--- src/rtl/rsa_probe_pkg.sv ---
// Shared constants for the RSA timing probe: FSM encoding, default widths
// and the layout of one latency record {cycles, c tag, plaintext}.
package rsa_probe_pkg;

  // FSM encoding; kept as plain constants so older tools read it unchanged
  localparam logic [0:0] ST_IDLE = 1'b0;
  localparam logic [0:0] ST_MEAS = 1'b1;

  localparam int CNT_W_DEF  = 32;
  localparam int DATA_W_DEF = 16;
  localparam int DEPTH_DEF  = 8;
  localparam int DROP_W     = 8;

  // Record = latency in the upper bits, then ciphertext tag, then plaintext
  function automatic int rec_width(input int cnt_w, input int data_w);
    return cnt_w + 2 * data_w;
  endfunction

  localparam int REC_W_DEF = rec_width(CNT_W_DEF, DATA_W_DEF);

endpackage

--- src/rtl/rsa_probe_fifo.sv ---
// First-word-fall-through FIFO for probe records. Pointers carry one extra
// wrap bit so full and empty are told apart without a separate counter.
module rsa_probe_fifo #(
  parameter int WIDTH = 64,
  parameter int DEPTH = 8
) (
  input  logic                       clk,
  input  logic                       rst_n,
  input  logic                       clr,
  input  logic                       push,
  input  logic                       pop,
  input  logic [WIDTH-1:0]           din,
  output logic [WIDTH-1:0]           dout,
  output logic                       full,
  output logic                       empty,
  output logic [$clog2(DEPTH):0]     level
);

  localparam int AW = $clog2(DEPTH);
  localparam logic [AW:0] PTR_ONE = {{AW{1'b0}}, 1'b1};

  logic [WIDTH-1:0] r_mem [DEPTH];
  logic [AW:0]      r_wr_ptr;
  logic [AW:0]      r_rd_ptr;
  logic             w_do_push;
  logic             w_do_pop;

  // Status, accepted push/pop, and the head word (zero while empty)
  always_comb begin
    empty     = (r_wr_ptr == r_rd_ptr);
    full      = (r_wr_ptr[AW] != r_rd_ptr[AW]) &&
                (r_wr_ptr[AW-1:0] == r_rd_ptr[AW-1:0]);
    level     = r_wr_ptr - r_rd_ptr;
    w_do_pop  = pop && !empty && !clr;
    // A full FIFO still takes a push when the head leaves in the same cycle
    w_do_push = push && (!full || w_do_pop) && !clr;
    if (empty) begin
      dout = '0;
    end else begin
      dout = r_mem[r_rd_ptr[AW-1:0]];
    end
  end

  // Storage write; contents need no reset because empty masks the head
  always_ff @(posedge clk) begin
    if (w_do_push) begin
      r_mem[r_wr_ptr[AW-1:0]] <= din;
    end
  end

  // Pointer advance with synchronous flush
  always_ff @(posedge clk or negedge rst_n) begin
    if (!rst_n) begin
      r_wr_ptr <= '0;
      r_rd_ptr <= '0;
    end else if (clr) begin
      r_wr_ptr <= '0;
      r_rd_ptr <= '0;
    end else begin
      if (w_do_push) begin
        r_wr_ptr <= r_wr_ptr + PTR_ONE;
      end
      if (w_do_pop) begin
        r_rd_ptr <= r_rd_ptr + PTR_ONE;
      end
    end
  end

endmodule

--- src/rtl/rsa_timing_probe.sv ---
// Passive observer of the RSA decryptor start/finish handshake. Measures the
// latency of each decryption, tags it with ciphertext and result, and queues
// the records for a valid/ready reader.
module rsa_timing_probe
  import rsa_probe_pkg::*;
#(
  parameter int CNT_W  = CNT_W_DEF,
  parameter int DEPTH  = DEPTH_DEF,
  parameter int DATA_W = DATA_W_DEF
) (
  input  logic                      clk,
  input  logic                      rst_n,
  input  logic                      start,
  input  logic [DATA_W-1:0]         c,
  input  logic                      finish,
  input  logic [DATA_W-1:0]         m_decrypted,
  input  logic                      clear,
  output logic                      out_valid,
  input  logic                      out_ready,
  output logic [CNT_W-1:0]          out_cycles,
  output logic [DATA_W-1:0]         out_c,
  output logic [DATA_W-1:0]         out_m,
  output logic                      busy,
  output logic [$clog2(DEPTH):0]    level,
  output logic                      overflow,
  output logic [DROP_W-1:0]         drop_cnt,
  output logic                      proto_err
);

  localparam int REC_W = rec_width(CNT_W, DATA_W);
  localparam logic [CNT_W-1:0]  CNT_ONE  = {{(CNT_W-1){1'b0}}, 1'b1};
  localparam logic [DROP_W-1:0] DROP_ONE = {{(DROP_W-1){1'b0}}, 1'b1};

  logic [0:0]              r_state;
  logic [CNT_W-1:0]        r_cnt;
  logic [DATA_W-1:0]       r_c;
  logic                    r_overflow;
  logic                    r_proto_err;
  logic [DROP_W-1:0]       r_drop_cnt;

  logic [CNT_W-1:0]        w_cnt_inc;
  logic                    w_push;
  logic                    w_pop;
  logic                    w_drop;
  logic                    w_proto_viol;
  logic                    w_full;
  logic                    w_empty;
  logic [REC_W-1:0]        w_push_rec;
  logic [REC_W-1:0]        w_head_rec;
  logic [$clog2(DEPTH):0]  w_level;

  // Saturating count, record assembly and event decode; clear masks all events
  always_comb begin
    if (&r_cnt) begin
      w_cnt_inc = r_cnt;
    end else begin
      w_cnt_inc = r_cnt + CNT_ONE;
    end
    w_push       = (r_state == ST_MEAS) && finish && !clear;
    w_pop        = !w_empty && out_ready && !clear;
    w_drop       = w_push && w_full && !w_pop;
    w_proto_viol = !clear && (((r_state == ST_IDLE) && finish) ||
                              ((r_state == ST_MEAS) && !finish && start));
    w_push_rec   = {w_cnt_inc, r_c, m_decrypted};
  end

  // Measurement FSM: counter and ciphertext tag latch
  always_ff @(posedge clk or negedge rst_n) begin
    if (!rst_n) begin
      r_state <= ST_IDLE;
      r_cnt   <= '0;
      r_c     <= '0;
    end else if (clear) begin
      r_state <= ST_IDLE;
      r_cnt   <= '0;
      r_c     <= '0;
    end else begin
      case (r_state)
        ST_IDLE: begin
          if (start) begin
            r_c     <= c;
            r_cnt   <= '0;
            r_state <= ST_MEAS;
          end else begin
            r_state <= ST_IDLE;
          end
        end
        ST_MEAS: begin
          if (finish) begin
            // Back-to-back start reopens a measurement in the same edge
            if (start) begin
              r_c   <= c;
              r_cnt <= '0;
            end else begin
              r_state <= ST_IDLE;
            end
          end else begin
            r_cnt <= w_cnt_inc;
          end
        end
        default: begin
          r_state <= ST_IDLE;
          r_cnt   <= '0;
        end
      endcase
    end
  end

  // Sticky flags and the saturating drop counter
  always_ff @(posedge clk or negedge rst_n) begin
    if (!rst_n) begin
      r_overflow  <= 1'b0;
      r_proto_err <= 1'b0;
      r_drop_cnt  <= '0;
    end else if (clear) begin
      r_overflow  <= 1'b0;
      r_proto_err <= 1'b0;
      r_drop_cnt  <= '0;
    end else begin
      if (w_proto_viol) begin
        r_proto_err <= 1'b1;
      end
      if (w_drop) begin
        r_overflow <= 1'b1;
        if (!(&r_drop_cnt)) begin
          r_drop_cnt <= r_drop_cnt + DROP_ONE;
        end
      end
    end
  end

  rsa_probe_fifo #(
    .WIDTH (REC_W),
    .DEPTH (DEPTH)
  ) u_fifo (
    .clk   (clk),
    .rst_n (rst_n),
    .clr   (clear),
    .push  (w_push),
    .pop   (w_pop),
    .din   (w_push_rec),
    .dout  (w_head_rec),
    .full  (w_full),
    .empty (w_empty),
    .level (w_level)
  );

  assign out_valid  = !w_empty;
  assign out_cycles = w_head_rec[REC_W-1 -: CNT_W];
  assign out_c      = w_head_rec[2*DATA_W-1 -: DATA_W];
  assign out_m      = w_head_rec[DATA_W-1:0];
  assign busy       = (r_state == ST_MEAS);
  assign level      = w_level;
  assign overflow   = r_overflow;
  assign drop_cnt   = r_drop_cnt;
  assign proto_err  = r_proto_err;

endmodule

--- config.mk ---
export PLATFORM = sky130hd
export DESIGN_NAME = rsa_timing_probe
export DESIGN_NICKNAME = d
export VERILOG_FILES = /design/src/rtl/rsa_probe_pkg.sv /design/src/rtl/rsa_probe_fifo.sv /design/src/rtl/rsa_timing_probe.sv
export SDC_FILE = /design/constraint.sdc
export NUM_CORES = 1
export LEC_CHECK = 0
export ABC_AREA = 0
export CAP_MARGIN = 10
export CORE_UTILIZATION = 40
export DETAILED_ROUTE_END_ITERATION = 6
export GPL_TIMING_DRIVEN = 1
export PLACE_DENSITY = 0.66
export SYNTH_ARGS = -nofsm -noshare
export SYNTH_HDL_FRONTEND = slang
export SYNTH_SLANG_ARGS = --single-unit
--- constraint.sdc ---
create_clock -name clk -period 9.8 [get_ports clk]
set_input_delay 2.45 -clock clk [delete_from_list [all_inputs] [get_ports clk]]
set_output_delay 2.45 -clock clk [all_outputs]
set_load 0.01 [all_outputs]
# Yosys cells after proc, flatten, opt, wreduce, memory -nomap -nowiden
# Memory sizes are Yosys's and may differ from the RTL's.
# Index checks and enable logic that the tools add are counted.
# classes
bitwise_logic	1
reduce_logical	29
addsub	5
eq_ne	5
muxes	27
# ops
operator	n
$mux 32	4
$mux 64	1
$pmux 32 s2	1
$mux 16	3
$add 32x1->32 const B	1
$pmux 16 s2	1
$reduce_and 32->1	1
$mux 8	3
$mux 4	4
$logic_and 1x1->1	15
$mux 1	9
$add 4x1->4 const B	2
$add 8x1->8 const B	1
$reduce_and 8->1	1
$reduce_bool 2->1	4
$logic_not 1->1	5
$eq 4x4->1	1
$sub 4x4->4	1
$eq 3x3->1	1
$ne 3x3->1 const B	1
$logic_or 1x1->1	2
$ne 2x2->1 const B	1
$pmux 1 s2	1
$reduce_and 2->1	1
2 further kinds	2
# word_totals
inputBits	38
mem_bits_rw	512
reg_bits	67
word_cells	76
mem_count	1
out_inout_bits	80
# memory_table
name	words	word_bits	read_ports	rd_ports_with_merged_regs	write_ports	line_no	source
u_fifo.r_mem	8	64	1	0	1	rsa_probe_fifo.sv:22	logic [WIDTH-1:0] r_mem [DEPTH];

# Depth between registers and ports, before layout
# depth
depth_word	11
depth_mapped	11
depth_no_buf	8

# Modules after synthesis
# A second synthesis with hierarchy kept.
# hier_totals
hier_cells	1220
area_unflattened_um2	23383.7
# modules_own_cells
module	seq_area_each_um2	cells_each	area_each_um2	n_inst
rsa_probe_fifo	15574.9	819	19731.4	1
rsa_timing_probe	1476.4	401	3652.3	1

# Least setup slack after synthesis
# No wires, ideal clock.
# synth_timing
path_type	input to register
from	input clear
to	memory u_fifo.r_mem[1][0] (enable)
path_buffers	1
required_ns	9.235
arrival_ns	7.676
stages	5
setup_slack_ns	1.559
cell_sequence	clkbuf_1 and3b_1 a21boi_1 nand2_1 nor3_1
# synth_via
elab_chain_cells	9
elab_cells_between_ends	10
classes_between	mux (2); reduce/logical (8)
# synth_lines
element	line_no	source
from (decl)	rsa_timing_probe.sv:17	input logic clear,
$logic_not 1->1 *	-	
$logic_and 1x1->1	rsa_timing_probe.sv:60	w_pop = !w_empty && out_ready && !clear;
$logic_and 1x1->1 (2 in series)	rsa_probe_fifo.sv:34	w_do_pop = pop && !empty && !clr;
$logic_or 1x1->1	rsa_probe_fifo.sv:36	w_do_push = push && (!full || w_do_pop) && !clr;
$logic_and 1x1->1	rsa_probe_fifo.sv:36	
$logic_and 1x1->1 *	rsa_probe_fifo.sv:36	
$mux 1 *	rsa_probe_fifo.sv:46	if (w_do_push) begin
$mux 1 (implied by the code) *	rsa_probe_fifo.sv:47	r_mem[r_wr_ptr[AW-1:0]] <= din;
to (decl)	rsa_probe_fifo.sv:22	
# Every way passes the cells marked *; elsewhere a longest branch is shown, timed or not.

# Worst setup path after layout
# layout_timing
from	register u_fifo.r_rd_ptr[2]
to	output out_valid
# layout_via
elab_chain_cells	2
# layout_lines
element	line_no	source
from (decl)	rsa_probe_fifo.sv:24	logic [AW:0] r_rd_ptr;
from (signal assigned)	rsa_probe_fifo.sv:64	r_rd_ptr <= r_rd_ptr + PTR_ONE;
$eq 4x4->1	rsa_probe_fifo.sv:30	empty = (r_wr_ptr == r_rd_ptr);
$logic_not 1->1	rsa_timing_probe.sv:148	assign out_valid = !w_empty;
to (decl)	rsa_timing_probe.sv:18	output logic out_valid,
# No other way between the ends.

==> impl_results.md <==
* Kind of critical path: flop to output pin
* Primary FF master, synth: edfxtp_1
* Clk buf depth at 3
* First-pass GRT wire length at 79300 um
* Hold Fails Final Rpt at 0
* Worst clock skew at 0.0281 ns
* Residual DRC at 0
* Number of standard cells after synthesis at 1337
* R2R depth at 9
* DRT Wirelength at 51500 um
* Cell depth of the worst hold path at 2
* Fin nets at 1503
* Static Leak at 8.32 nW
* EDFF count, synth at 512
* Register area at 17100 um^2
* DRT iter0 DRCs at 893
* Buf/Inv on CP at 6
* Root Buffer: clkbuf_16
* H-tree levels at 2
* Seq/Total Area, Yosys at 72.8%
* VDD IR max at 130 uV
* Setup crit end kind: output pin
* Adder-cell share of the synthesized area at 0.459%
* DRT Pass-1 Iters at 4
* Final slew viol count at 0
* GR Util All Layers at 17.6%
* Grt total ovfl at 0
* Initial core utilization at 40.5%
* Inserted Clock Buffers at 58
* Synth Net Count at 1383
* Hold_buf cts at 0
* Cell family with most CP delay: buffers and inverters
* PnR worst setup slack at 2.46 ns
* TritonCTS clock tree: built
* CP arrival at 4.89 ns
* PD cells at 192 nW/um^2
* Post-synthesis xor/xnor area fraction at 1.68%
* Hold_sp: overflow
* FF+latch count, synth at 579
* Crit Path Max Fanout at 66
* Synth top area cells: edfxtp_1 (66%), mux4_2 (12%), dfrtp_1 (7.2%)
* Final Non-Filler Cells at 2267
* Port buffer count at 117
* Largest family of logic cells by synthesized area: multiplexers
* Most common library cells after synthesis: edfxtp_1 (512), nand2_1 (173), mux4_2 (128)
* Slew at the pin with the worst max-slew slack at 1.10 ns
* Worst slew margin at 26.4%
* Inserted Diodes at 0
* F_max at 136 MHz
* CP Launch Type: flop
* Placed insts at 2162
* Dpl ws at 2.99 ns
* PostCTS Resize Cnt at 0
* Placer congestion estimate at 0.869
* Stages on worst setup path at 9
* Multi-input logic area at 6050 um^2
* Total core area at 57800 um^2
* Largest net degree at the start of global routing at 93
* Min-delay worst type: flop to flop
* Chip Width at 244 um
* Clock slew at reported path FFs at 0.06 ns
* Multiplexer share of the synthesized area at 12.4%
* Syn Area/Cell at 17.5 um^2
* Yosys warnings at 0
* I/O pin cnt at 118
* Die Area at 59500 um^2
* Crit. Startpoint: u_fifo.r_rd_ptr[2]
* Top-area cell type share of the netlist area at 65.6%
* Status: finished clean
* Cell Area, Synth at 23400 um^2
* RSZ-0062 raised after global routing: false
* Tot Pwr at 5.22 mW
* Area grow syn2layout at 16.0%
* Compound-Gate Fraction of Synth Area at 4.36%
* Share of layout cells above drive strength 1 at 17.3%
* WL per Instance at 22.7 um
* CP max stage delay at 0.74 ns
* Die height at 244 um
* CP required at 7.35 ns
* Row Count at 88
* Most frequent cell after synthesis: edfxtp_1
* # Post-CTS Setup Buffers at 0
* CP max stage cell: nor2_4
* Final setup TNS at 0 ns
* R2R Path Start: u_fifo.r_rd_ptr[2]
* Cell Chain, Critical Path: buf_4 > inv_2 > buf_4 > ha_1 > nand3_1 > nor2_4 > buf_4 > inv_1 > clkdlybuf4s50_1
* Final setup vio count at 0
* Detailed-route via count at 12.5k
* Clock Sinks at 579
* Number of fill cells in the layout at 4891
* Number of global-route vias before repair at 13.0k
* Simple-gate portion of the synthesized area at 6.60%
* Antenna violations before repair at 0
* Max-Cap Viols at 0
* Via-per-instance ratio at 5.49
* Routed Antenna Nets at 0
* Tcrit/Tclk final at 74.9%
* Synth cell types at 63
* Tmin final at 7.34 ns
* Clk_lat worst skew at 0.63 ns
* Dpl hpwl at 28400 um
* Largest area contributor in the netlist: edfxtp_1
* Synth async-reset ratio at 11.6%
* Most Frequent Cell on Critical Path: buf_4
cell type report:
type | count | area share (%)
clock buffer | 73 | 5.70
clock inverter | 32 | 0.612
inverter | 16 | 0.221
multi-input combinational | 665 | 22.3
sequential | 579 | 62.8
tap | 765 | 3.52
timing repair buffer | 137 | 4.89
logic make-up after synthesis:
| group | after synthesis |
|---|---|
| adders and majority gates | 8 |
| buffers and inverters | 93 |
| xor gates and xnor gates | 45 |
| AOI/OAI and AO/OA | 162 |
| and+or+nand+nor | 319 |
| DFF | 579 |
| muxes | 131 |
stage by stage:
step / hold WS, ns / utilization (%) / cell area, um^2
2_1_floorplan: 0.523 / - / 23400
3_3_place_gp: 0.519 / 44.0 / 25500
3_5_place_dp: 0.543 / 44.0 / 25500
4_1_cts: 0.552 / 47.0 / 27200
5_1_grt: 0.574 / 47.0 / 27200
6_report: 0.551 / 47.0 / 27200
state kept, by name (all words and copies together), names as in the netlist:
register         count
drop_cnt             8
r_c                 16
u_fifo.r_wr_ptr      4
proto_err            1
r_cnt               32
busy                 1
u_fifo.r_rd_ptr      4
u_fifo.r_mem       512
overflow             1
power by group:
group / total (mW) / leakage (nW) / internal, mW / switching, mW
clock network: 2.01 / 0.841 / 1.11 / 0.899
logic: 0.488 / 2.35 / 0.248 / 0.240
registers: 2.72 / 5.13 / 2.69 / 0.0336
final timing paths:
kind / to / slack [ns]
worst max-delay path: out_valid / 2.46
worst min-delay path: overflow / 0.55
worst max register to register: u_fifo.r_mem[2][1] / 4.68
worst min register to register: overflow / 0.55
max in group asynchronous: u_fifo.r_rd_ptr[0] / 6.89
min in group asynchronous: r_c[6] / 1.72
metal layers:
metal	part of all wire [%]	GRT usage, %	wire (um)	vias up
met5	0	0	0	-
met4	2.1	5.07	1090	0
met3	4.4	2.38	2270	78
met2	51	29.6	26000	302
met1	43	23.8	22100	6546
li1	-	-	-	5525
placed cells by master, fill, tap and decap left out, types with 12 or more instances in the layout:
master           count
edfxtp_1           512
nand2_1            173
mux4_2             128
clkdlybuf4s50_1    116
a21oi_1             82
dfrtp_1             64
clkbuf_16           59
nor2_1              39
xnor2_1             25
nand3_1             22
xor2_1              20
buf_4               19
a22o_1              18
clkinv_1            17
inv_1               15
nand4_1             13
o21ai_0             12
clkbuf_1            12
worst min-delay path, delay by kind of cell (launching register included):
kind	cells	cell delay [ns]
flip-flops	1	0.39
buffers and inverters	1	0.06
AO/OA/AOI/OAI	1	0.06
Power figures use the tool's default switching activity.
